File: config.mk
export PLATFORM = sky130hd
export DESIGN_NAME = ines_loader
export DESIGN_NICKNAME = d
export VERILOG_FILES = /design/src/rtl/ines_loader.sv
export SDC_FILE = /design/constraint.sdc
export NUM_CORES = 1
export LEC_CHECK = 0
export BUFFER_PORTS_ARGS = -buffer_cell sky130_fd_sc_hd__buf_2
export CAP_MARGIN = 20
export CORE_AREA = 8 8 141 143
export DETAILED_ROUTE_END_ITERATION = 8
export DIE_AREA = 0 0 149 151
export PLACE_DENSITY = 0.7
export RECOVER_POWER = 100
export SYNTH_ARGS = -nofsm -noshare
export SYNTH_HDL_FRONTEND = slang
export SYNTH_SLANG_ARGS = --single-unit
File: constraint.sdc
create_clock -name clk_cpu -period 17.1 [get_ports clk_cpu]
set_input_delay 3.42 -clock clk_cpu [delete_from_list [all_inputs] [get_ports clk_cpu]]
set_output_delay 3.42 -clock clk_cpu [all_outputs]
set_load 0.02 [all_outputs]
File: src/rtl/ines_loader.sv
// iNES image loader: parses the 16-byte header from a valid/ready byte stream, writes PRG/CHR
// bytes into the cartridge ROM arrays and publishes the decoded cartridge configuration.
//
// state   | meaning
// S_IDLE  | waiting for start
// S_HDR   | consuming header bytes 0-15
// S_TRAIN | skipping 512-byte trainer
// S_PRG   | writing PRG ROM bytes
// S_CHR   | writing CHR ROM bytes
// S_DONE  | load complete, config valid
// S_ERR   | fault, error code held
module ines_loader #(
   parameter int PRG_ROM_DEPTH = 17,
   parameter int CHR_ROM_DEPTH = 15,
   parameter int PRG_RAM_DEPTH = 13
) (
   input  logic                     clk_cpu,
   input  logic                     rst,
   input  logic                     start,
   input  logic [7:0]               s_data,
   input  logic                     s_valid,
   output logic                     s_ready,
   output logic                     prg_we,
   output logic [PRG_ROM_DEPTH-1:0] prg_waddr,
   output logic                     chr_we,
   output logic [CHR_ROM_DEPTH-1:0] chr_waddr,
   output logic [7:0]               wdata,
   output logic                     mirrorv,
   output logic                     chr_ram,
   output logic                     prg_ram,
   output logic [7:0]               mapper_id,
   output logic [PRG_ROM_DEPTH-1:0] prg_mask,
   output logic [CHR_ROM_DEPTH-1:0] chr_mask,
   output logic [PRG_RAM_DEPTH-1:0] prgram_mask,
   output logic                     busy,
   output logic                     done,
   output logic [1:0]               error
);

   localparam int CW0 = (PRG_ROM_DEPTH > CHR_ROM_DEPTH) ? PRG_ROM_DEPTH : CHR_ROM_DEPTH;
   localparam int CW  = (CW0 > 9) ? CW0 : 9;

   typedef enum logic [2:0] {
      S_IDLE, S_HDR, S_TRAIN, S_PRG, S_CHR, S_DONE, S_ERR
   } state_t;

   state_t          state, state_n;
   logic [3:0]      hdr_idx;
   logic [CW-1:0]   count;
   logic [CW-1:0]   prg_last, chr_last;
   logic [7:0]      b4, b5, b6, b7;
   logic [7:0]      magic;
   logic [31:0]     prg_bytes, chr_bytes;
   logic            accept, magic_bad, size_bad;

   // Smallest power-of-two multiple of the unit that covers n units, minus one.
   function automatic logic [31:0] pow2_mask(input logic [7:0] n, input int unit_log2);
      logic [31:0] m;
      m = (32'd1 << unit_log2) - 32'd1;
      for (int i = 0; i < 8; i++)
         if ((m + 32'd1) < (32'(n) << unit_log2))
            m = (m << 1) | 32'd1;
      return m;
   endfunction

   assign s_ready = ((state == S_HDR) || (state == S_TRAIN) ||
                     (state == S_PRG) || (state == S_CHR)) && !start;
   assign busy    = (state == S_HDR) || (state == S_TRAIN) ||
                    (state == S_PRG) || (state == S_CHR);
   assign done    = (state == S_DONE);
   assign accept  = s_valid && s_ready;

   always_comb begin
      magic = 8'h00;
      case (hdr_idx)
         4'd0:    magic = 8'h4E;
         4'd1:    magic = 8'h45;
         4'd2:    magic = 8'h53;
         4'd3:    magic = 8'h1A;
         default: magic = 8'h00;
      endcase
   end

   assign magic_bad = (hdr_idx < 4'd4) && (s_data != magic);
   assign prg_bytes = 32'(b4) << 14;
   assign chr_bytes = 32'(b5) << 13;
   assign size_bad  = (b4 == 8'd0) ||
                      (prg_bytes > (32'd1 << PRG_ROM_DEPTH)) ||
                      (chr_bytes > (32'd1 << CHR_ROM_DEPTH));

   always_ff @(posedge clk_cpu) begin
      if (rst) state <= S_IDLE;
      else     state <= state_n;
   end

   always_comb begin
      state_n = state;
      if (start) begin
         state_n = S_HDR;
      end else begin
         case (state)
            S_HDR: if (accept) begin
               if (magic_bad)
                  state_n = S_ERR;
               else if (hdr_idx == 4'd15)
                  state_n = size_bad ? S_ERR : (b6[2] ? S_TRAIN : S_PRG);
            end
            S_TRAIN: if (accept && count == CW'(511)) state_n = S_PRG;
            S_PRG:   if (accept && count == prg_last) state_n = chr_ram ? S_DONE : S_CHR;
            S_CHR:   if (accept && count == chr_last) state_n = S_DONE;
            default: state_n = state;
         endcase
      end
   end

   always_ff @(posedge clk_cpu) begin
      if (rst) begin
         hdr_idx     <= '0;
         count       <= '0;
         prg_last    <= '0;
         chr_last    <= '0;
         b4          <= '0;
         b5          <= '0;
         b6          <= '0;
         b7          <= '0;
         prg_we      <= 1'b0;
         chr_we      <= 1'b0;
         prg_waddr   <= '0;
         chr_waddr   <= '0;
         wdata       <= '0;
         mirrorv     <= 1'b0;
         chr_ram     <= 1'b0;
         prg_ram     <= 1'b0;
         mapper_id   <= '0;
         prg_mask    <= '0;
         chr_mask    <= '0;
         prgram_mask <= '0;
         error       <= '0;
      end else begin
         prg_we <= 1'b0;
         chr_we <= 1'b0;
         if (start) begin
            hdr_idx     <= '0;
            count       <= '0;
            b4          <= '0;
            b5          <= '0;
            b6          <= '0;
            b7          <= '0;
            mirrorv     <= 1'b0;
            chr_ram     <= 1'b0;
            prg_ram     <= 1'b0;
            mapper_id   <= '0;
            prg_mask    <= '0;
            chr_mask    <= '0;
            prgram_mask <= '0;
            error       <= '0;
         end else if (accept) begin
            case (state)
               S_HDR: begin
                  hdr_idx <= hdr_idx + 4'd1;
                  case (hdr_idx)
                     4'd4: b4 <= s_data;
                     4'd5: b5 <= s_data;
                     4'd6: b6 <= s_data;
                     4'd7: b7 <= s_data;
                     default: ;
                  endcase
                  if (magic_bad) begin
                     error <= 2'd1;
                  end else if (hdr_idx == 4'd15) begin
                     if (size_bad) begin
                        error <= 2'd2;
                     end else begin
                        mirrorv     <= b6[0];
                        prg_ram     <= b6[1];
                        chr_ram     <= (b5 == 8'd0);
                        mapper_id   <= {b7[7:4], b6[7:4]};
                        prg_mask    <= PRG_ROM_DEPTH'(pow2_mask(b4, 14));
                        chr_mask    <= CHR_ROM_DEPTH'(pow2_mask(b5, 13));
                        prgram_mask <= b6[1] ? '1 : '0;
                        prg_last    <= CW'(prg_bytes - 32'd1);
                        chr_last    <= CW'(chr_bytes - 32'd1);
                     end
                  end
               end
               S_TRAIN, S_PRG, S_CHR: begin
                  // Counter restarts at 0 whenever the byte ends a section.
                  count <= (state_n != state) ? '0 : count + CW'(1);
                  if (state == S_PRG) begin
                     prg_we    <= 1'b1;
                     prg_waddr <= count[PRG_ROM_DEPTH-1:0];
                     wdata     <= s_data;
                  end else if (state == S_CHR) begin
                     chr_we    <= 1'b1;
                     chr_waddr <= count[CHR_ROM_DEPTH-1:0];
                     wdata     <= s_data;
                  end
               end
               default: ;
            endcase
         end
      end
   end

endmodule

==> results of run 1 <==
[how the worst max path moves through the flow]
| stage | from | endpoint | slack [ns] |
|---|---|---|---|
| after floorplan | b5[7]$_SDFFE_PP0P_ | chr_mask[14]$_SDFFE_PP0P_ | 4.04 |
| after global placement | b5[7]$_SDFFE_PP0P_ | chr_mask[14]$_SDFFE_PP0P_ | 2.29 |
| after detailed placement | b5[7]$_SDFFE_PP0P_ | chr_mask[14]$_SDFFE_PP0P_ | 2.16 |
| after CTS | b5[7]$_SDFFE_PP0P_ | chr_mask[14]$_SDFFE_PP0P_ | 2.11 |
| after global routing | b4[7]$_SDFFE_PP0P_ | prg_mask[15]$_SDFFE_PP0P_ | 0.32 |
| final | b4[4]$_SDFFE_PP0P_ | prg_mask[15]$_SDFFE_PP0P_ | 1.79 |
[per-layer routing]
| layer | vias up | wire (um) | track usage |
|---|---|---|---|
| met5 | - | 0 | 0 |
| met4 | 0 | 471 | 0.07420 |
| met3 | 38 | 1161 | 0.04213 |
| met2 | 250 | 11200 | 0.3529 |
| met1 | 3844 | 10570 | 0.2585 |
| li1 | 4153 | - | - |
[synthesized netlist by cell type, types with 7 or more instances]
cell / instances
nand2_1: 196
dfxtp_1: 120
a21oi_1: 119
nor2_1: 106
ha_1: 81
nand3_1: 63
clkbuf_1: 52
o21ai_0: 47
buf_4: 41
inv_1: 39
xnor2_1: 34
nor3_1: 28
xor2_1: 20
a211oi_1: 19
and3_1: 16
nand4_1: 15
a21o_1: 13
a31oi_1: 13
nor2b_1: 11
nand2b_1: 9
o211ai_1: 8
and2_1: 7
or2_2: 7
[power breakdown]
group          switching, W  internal [W]
Clock              0.000135      0.000242
Sequential      0.000000654      0.000280
Combinational     0.0000112    0.00000364
[worst reg2reg max path: cells and delay by family, from the launching register on]
kind | cells | cell delay [ns]
multiplexers | 1 | 0.24
AND/OR/NAND/NOR | 20 | 3.66
buffers and inverters | 2 | 0.31
flip-flops | 1 | 0.33
XOR/XNOR | 4 | 0.69
adder cells (fa/ha/maj) | 11 | 2.85
AO/OA/AOI/OAI | 25 | 7.12
[flip-flops by register name, summed over array words and instances, names as in the netlist, 2 cells and up]
| name | count |
|---|---|
| prg_last | 4 |
| chr_mask | 2 |
| wdata | 8 |
| chr_waddr | 15 |
| chr_last | 4 |
| b4 | 8 |
| prg_mask | 4 |
| b7 | 4 |
| prg_waddr | 17 |
| b6 | 7 |
| error | 2 |
| count | 17 |
| b5 | 8 |
| hdr_idx | 4 |
| state | 3 |
| mapper_id | 8 |
[cells by family after synthesis]
kind of cell / after synthesis / synth area share
simple gates: 489 / 0.2600
compound gates: 277 / 0.2012
buf+inv: 142 / 0.07986
flops: 120 / 0.2758
fa+ha+maj: 82 / 0.1175
xor+xnor: 54 / 0.05430
mux: 9 / 0.01092
other cells: 1 / 0.0004305
[cell type report]
cell class,count,area [um2]
Sequential cell,120,2402
Timing Repair Buffer,121,480.5
Clock inverter,12,163.9
Clock buffer,20,466.7
Inverter,41,153.9
Fill cell,1787,8098
Tap cell,229,286.5
Multi-Input combinational cell,914,5605
[metrics by stage]
stage	power (W)	setup WS, ns	area (um2)	hold WS, ns
after detailed placement	0.0003016	2.158	9079	0.4432
after floorplan	0.0002960	4.037	8718	0.4365
after global placement	0.0003016	2.289	9079	0.4406
final	0.0006731	1.793	9559	0.4507
after CTS	0.0006788	2.115	9709	0.4519
after global routing	0.0006909	0.3174	9559	0.4672
==> impl_metrics.env, run 1 <==
export IMPL_dieArea_um2=22500
export IMPL_hold_buffers=0
export IMPL_synth_area_um2=8711
export IMPL_place_inst=1424
export IMPL_antenna_found_initial=0
export IMPL_die_width_um=149
export IMPL_arrival_ns=15.57
export IMPL_max_clock_path_buffers=2
export IMPL_syn_inst=1174
export IMPL_rows=49
export IMPL_cp_depth=63
export IMPL_ant_nets=0
export IMPL_place_congestion=0.9577
export IMPL_fmax_ghz=0.06533
export IMPL_worstHoldStart="mapper_id[6]$_SDFFE_PP0P_"
export IMPL_cts_setup_buffers=0
export IMPL_ys_seq_elements=120
export IMPL_port_buffers=114
export IMPL_fin_skew_ns=0.007119
export IMPL_grt_pass1_wl_mm=38.29
export IMPL_start_kind="register"
export IMPL_final_util=0.5414
export IMPL_r2r_setup_slack_ns=1.79
export IMPL_dp_hpwl_mm=17.42
export IMPL_worstMarginPinSlew_ns=3.122
export IMPL_grt_pass1_vias=7655
export IMPL_cts_buffers=17
export IMPL_drc_errors=0
export IMPL_num_vias=8285
export IMPL_ys_flop_type="dfxtp_1"
export IMPL_required_ns=17.37
export IMPL_firstDrtPassIters=7
export IMPL_postCtsResizedCells=0
export IMPL_worst_path_buf_inv=2
export IMPL_ys_seq_area_frac=0.2758
export IMPL_clk_pin_slew_worst_paths_ns=0.06
export IMPL_fin_nets=1308
export IMPL_htreeDepth=4
export IMPL_maxSlewViolCount=104
export IMPL_hold_class="register to register"
export IMPL_cp_max_fo=15
export IMPL_die_h_um=151
export IMPL_n_antenna_cell=0
export IMPL_cts_tree="built"
export IMPL_critPathMaxStageDelay_ns=1.12
export IMPL_clock_latency_ns=0.42
export IMPL_worst_path_most_repeated_cell="ha_1"
export IMPL_synth_warnings=0
export IMPL_design_core_area_um2=17660
export IMPL_hold_path_depth=2
export IMPL_status="finished, violations left"
export IMPL_final_instance_count_excl_fill=1457
export IMPL_final_cell_mix="196 x nand2_1, 120 x dfxtp_1, 119 x a21oi_1"
export IMPL_track_usage=0.2086
export IMPL_hold_viol_final=0
export IMPL_min_delay_worst_endpoint="mapper_id[6]$_SDFFE_PP0P_"
export IMPL_synthToLayoutAreaGrowth_pct=9.739
export IMPL_routed_wl_mm=23.40
export IMPL_crit_path_top_delay_cell="o21ai_0"
export IMPL_violations="max-capacitance violations, max-slew violations"
export IMPL_final_common_cell="nand2_1"
export IMPL_relSlewSlack=-1.081
export IMPL_numClockSinks=120
export IMPL_viasPerCell=5.686
export IMPL_end_kind="register"
export IMPL_r2r_start="b4[4]$_SDFFE_PP0P_"
export IMPL_synth_edf_count=0
export IMPL_async_reset_ff_frac=0
export IMPL_synth_area_leader_cell="dfxtp_1"
export IMPL_synth_area_leaders="dfxtp_1 28%, ha_1 12%, nand2_1 8.4%"
export IMPL_grt_max_degree=52
export IMPL_final_setup_tns_ns=0
export IMPL_grt_ovfl_total=0
export IMPL_critical_path_top_delay_family="compound AO/OA/AOI/OAI gates"
export IMPL_p_per_area_nw_per_um2=70.41
export IMPL_r2r_end="prg_mask[15]$_SDFFE_PP0P_"
export IMPL_drv_cap=2
export IMPL_synth_top_area_share=0.2758
export IMPL_ir_worst_vdd_v=0.00007228
export IMPL_drtIter0Drc=583
export IMPL_fin_crit_sh=0.8951
export IMPL_initial_core_util=0.4933
export IMPL_ctsRootBufferMaster="clkbuf_16"
export IMPL_crit_type="register to register"
export IMPL_syn_avg_cell_area_um2=7.420
export IMPL_rsz0062_at_grt="false"
export IMPL_io_pins=115
export IMPL_r2r_cells=63
export IMPL_period_minus_slack_ns=15.31
export IMPL_drive_gt1_frac=0.06433
export IMPL_synth_cell_types=82
export IMPL_post_drt_wl_per_cell_um=16.06
export IMPL_setup_viol=0
export IMPL_leakage_nw=3.677
Note: power is estimated with default switching activity, not from simulation.
==> run 2, diff against run 1 <==
Settings changed: BUFFER_PORTS_ARGS -buffer_cell sky130_fd_sc_hd__buf_2 to -buffer_cell sky130_fd_sc_hd__clkbuf_2, SLEW_MARGIN from default to 30.
==> run 2 against run 1 <==
  * The run still ends with max-capacitance violations, max-slew violations left
  * Sequential power about the same
  * Critical endpoint is now chr_mask[14]$_SDFFE_PP0P_
  * Highest routed layer unchanged
  * Hold slack got worse by 0.0012 ns
  * Final area decreased by 0.58%
  * Largest power group unchanged
  * First-iteration DRC count decreased by 5.3%
  * Critical path type unchanged
==> impl_metrics.env, run 2 (synthesis results as in run 1) <==
export IMPL_relSlewSlack=-1.097
export IMPL_ctsRootBufferMaster="clkbuf_16"
export IMPL_grt_ovfl_total=0
export IMPL_drc_errors=0
export IMPL_track_usage=0.2114
export IMPL_numClockSinks=120
export IMPL_holdWs_ns=0.4495
export IMPL_initial_core_util=0.4933
export IMPL_arrival_ns=15.47
export IMPL_rsz0062_at_grt="false"
export IMPL_period_minus_slack_ns=15.32
export IMPL_p_per_area_nw_per_um2=66.41
export IMPL_routed_wl_mm=23.75
export IMPL_ir_worst_vdd_v=0.00006064
export IMPL_status="finished, violations left"
export IMPL_largest_registers="count: 17 flops, prg_waddr: 17 flops, chr_waddr: 15 flops"
export IMPL_grt_pass1_vias=7726
export IMPL_setup_ws_ns=1.782
export IMPL_io_pins=115
export IMPL_port_buffers=114
export IMPL_clk_pin_slew_worst_paths_ns=0.06
export IMPL_cts_setup_buffers=0
export IMPL_fin_skew_ns=0.006297
export IMPL_place_congestion=0.9550
export IMPL_antenna_found_initial=0
export IMPL_firstDrtPassIters=5
export IMPL_crit_path_top_delay_cell="a211oi_1"
export IMPL_r2r_setup_slack_ns=1.78
export IMPL_dp_hpwl_mm=17.29
export IMPL_synthToLayoutAreaGrowth_pct=9.107
export IMPL_leakage_nw=3.660
export IMPL_grt_max_degree=52
export IMPL_fmax_ghz=0.06528
export IMPL_worstMarginPinSlew_ns=3.146
export IMPL_max_clock_path_buffers=2
export IMPL_hold_buffers=0
export IMPL_postCtsResizedCells=0
export IMPL_cp_max_fo=15
export IMPL_num_vias=8353
export IMPL_cts_buffers=17
export IMPL_crit_type="register to register"
export IMPL_viasPerCell=5.733
export IMPL_die_h_um=151
export IMPL_htreeDepth=4
export IMPL_setup_viol=0
export IMPL_fin_nets=1308
export IMPL_die_width_um=149
export IMPL_violations="max-capacitance violations, max-slew violations"
export IMPL_drv_cap=2
export IMPL_place_inst=1425
export IMPL_critPathMaxStageDelay_ns=0.69
export IMPL_drtIter0Drc=552
export IMPL_dieArea_um2=22500
export IMPL_dp_slack_ns=2.176
export IMPL_final_common_cell="nand2_1"
export IMPL_start_kind="register"
export IMPL_final_instance_count_excl_fill=1457
export IMPL_grt_pass1_wl_mm=39.05
export IMPL_n_antenna_cell=0
export IMPL_worst_path_most_repeated_cell="ha_1"
export IMPL_hold_class="register to register"
export IMPL_ant_nets=0
export IMPL_maxSlewViolCount=104
export IMPL_clock_latency_ns=0.41
export IMPL_rows=49
export IMPL_drive_gt1_frac=0.06515
export IMPL_final_setup_tns_ns=0
export IMPL_required_ns=17.25
export IMPL_post_drt_wl_per_cell_um=16.30
export IMPL_end_kind="register"
export IMPL_design_core_area_um2=17660
export IMPL_cts_tree="built"
export IMPL_fin_crit_sh=0.8958
export IMPL_hold_viol_final=0
export IMPL_final_cell_mix="196 x nand2_1, 120 x dfxtp_1, 119 x a21oi_1"
run 2: changes by cell type in the layout (fill, tap and decap cells not counted), moves of 2 or more:
cell	change
buf_2	-9
clkinv_2	+4
inv_6	-2
bufinv_16	-2
o21ai_2	+2
clkbuf_2	+9
run 2: cell type report:
| class | instances | area (um2) |
|---|---|---|
| tap | 229 | 286.5 |
| inverter | 41 | 153.9 |
| clock buffer | 21 | 460.4 |
| sequential | 120 | 2402 |
| clock inverter | 11 | 98.84 |
| fill | 1787 | 8153 |
| multi-input combinational | 914 | 5618 |
| timing repair buffer | 121 | 484.2 |
run 2: routing by layer:
layer / wire length (um) / vias up / global-route usage
li1: - / 4171 / -
met1: 10560 / 3889 / 0.2695
met2: 11290 / 253 / 0.3523
met3: 1410 / 40 / 0.04213
met4: 492 / 0 / 0.06663
met5: 0 / - / 0
run 2: final timing paths:
path                                   from                   endpoint  cells after the start
setup reg to reg         b5[7]$_SDFFE_PP0P_  chr_mask[14]$_SDFFE_PP0P_                     70
hold / removal    mapper_id[6]$_SDFFE_PP0P_  mapper_id[6]$_SDFFE_PP0P_                      2
setup / recovery         b5[7]$_SDFFE_PP0P_  chr_mask[14]$_SDFFE_PP0P_                     70
hold reg to reg   mapper_id[6]$_SDFFE_PP0P_  mapper_id[6]$_SDFFE_PP0P_                      2
run 2: metrics by stage:
step / util / total power, W / area (um2)
global placement: 0.5146 / 0.0003018 / 9086
detailed placement: 0.5149 / 0.0003020 / 9091
finish: 0.5383 / 0.0006312 / 9504
floorplan: - / 0.0002960 / 8718
CTS: 0.5466 / 0.0006371 / 9651
global route: 0.5383 / 0.0006498 / 9504
run 2: where the power goes:
| part | switching, W | internal, W | leakage (nW) |
|---|---|---|---|
| sequential | 0.000000685 | 0.000280 | 0.966 |
| clock | 0.000129 | 0.000207 | 0.269 |
| combinational | 0.0000114 | 0.00000368 | 2.42 |
| total | 0.000141 | 0.000491 | 3.66 |
run 2: worst max-delay path: cells and delay by family (launching register included):
family	cells	cell delay, ns
flops	1	0.36
mux	3	1.11
simple gates	19	3.11
xor+xnor	4	0.58
compound gates	29	5.98
buf+inv	1	0.23
fa+ha+maj	14	3.64
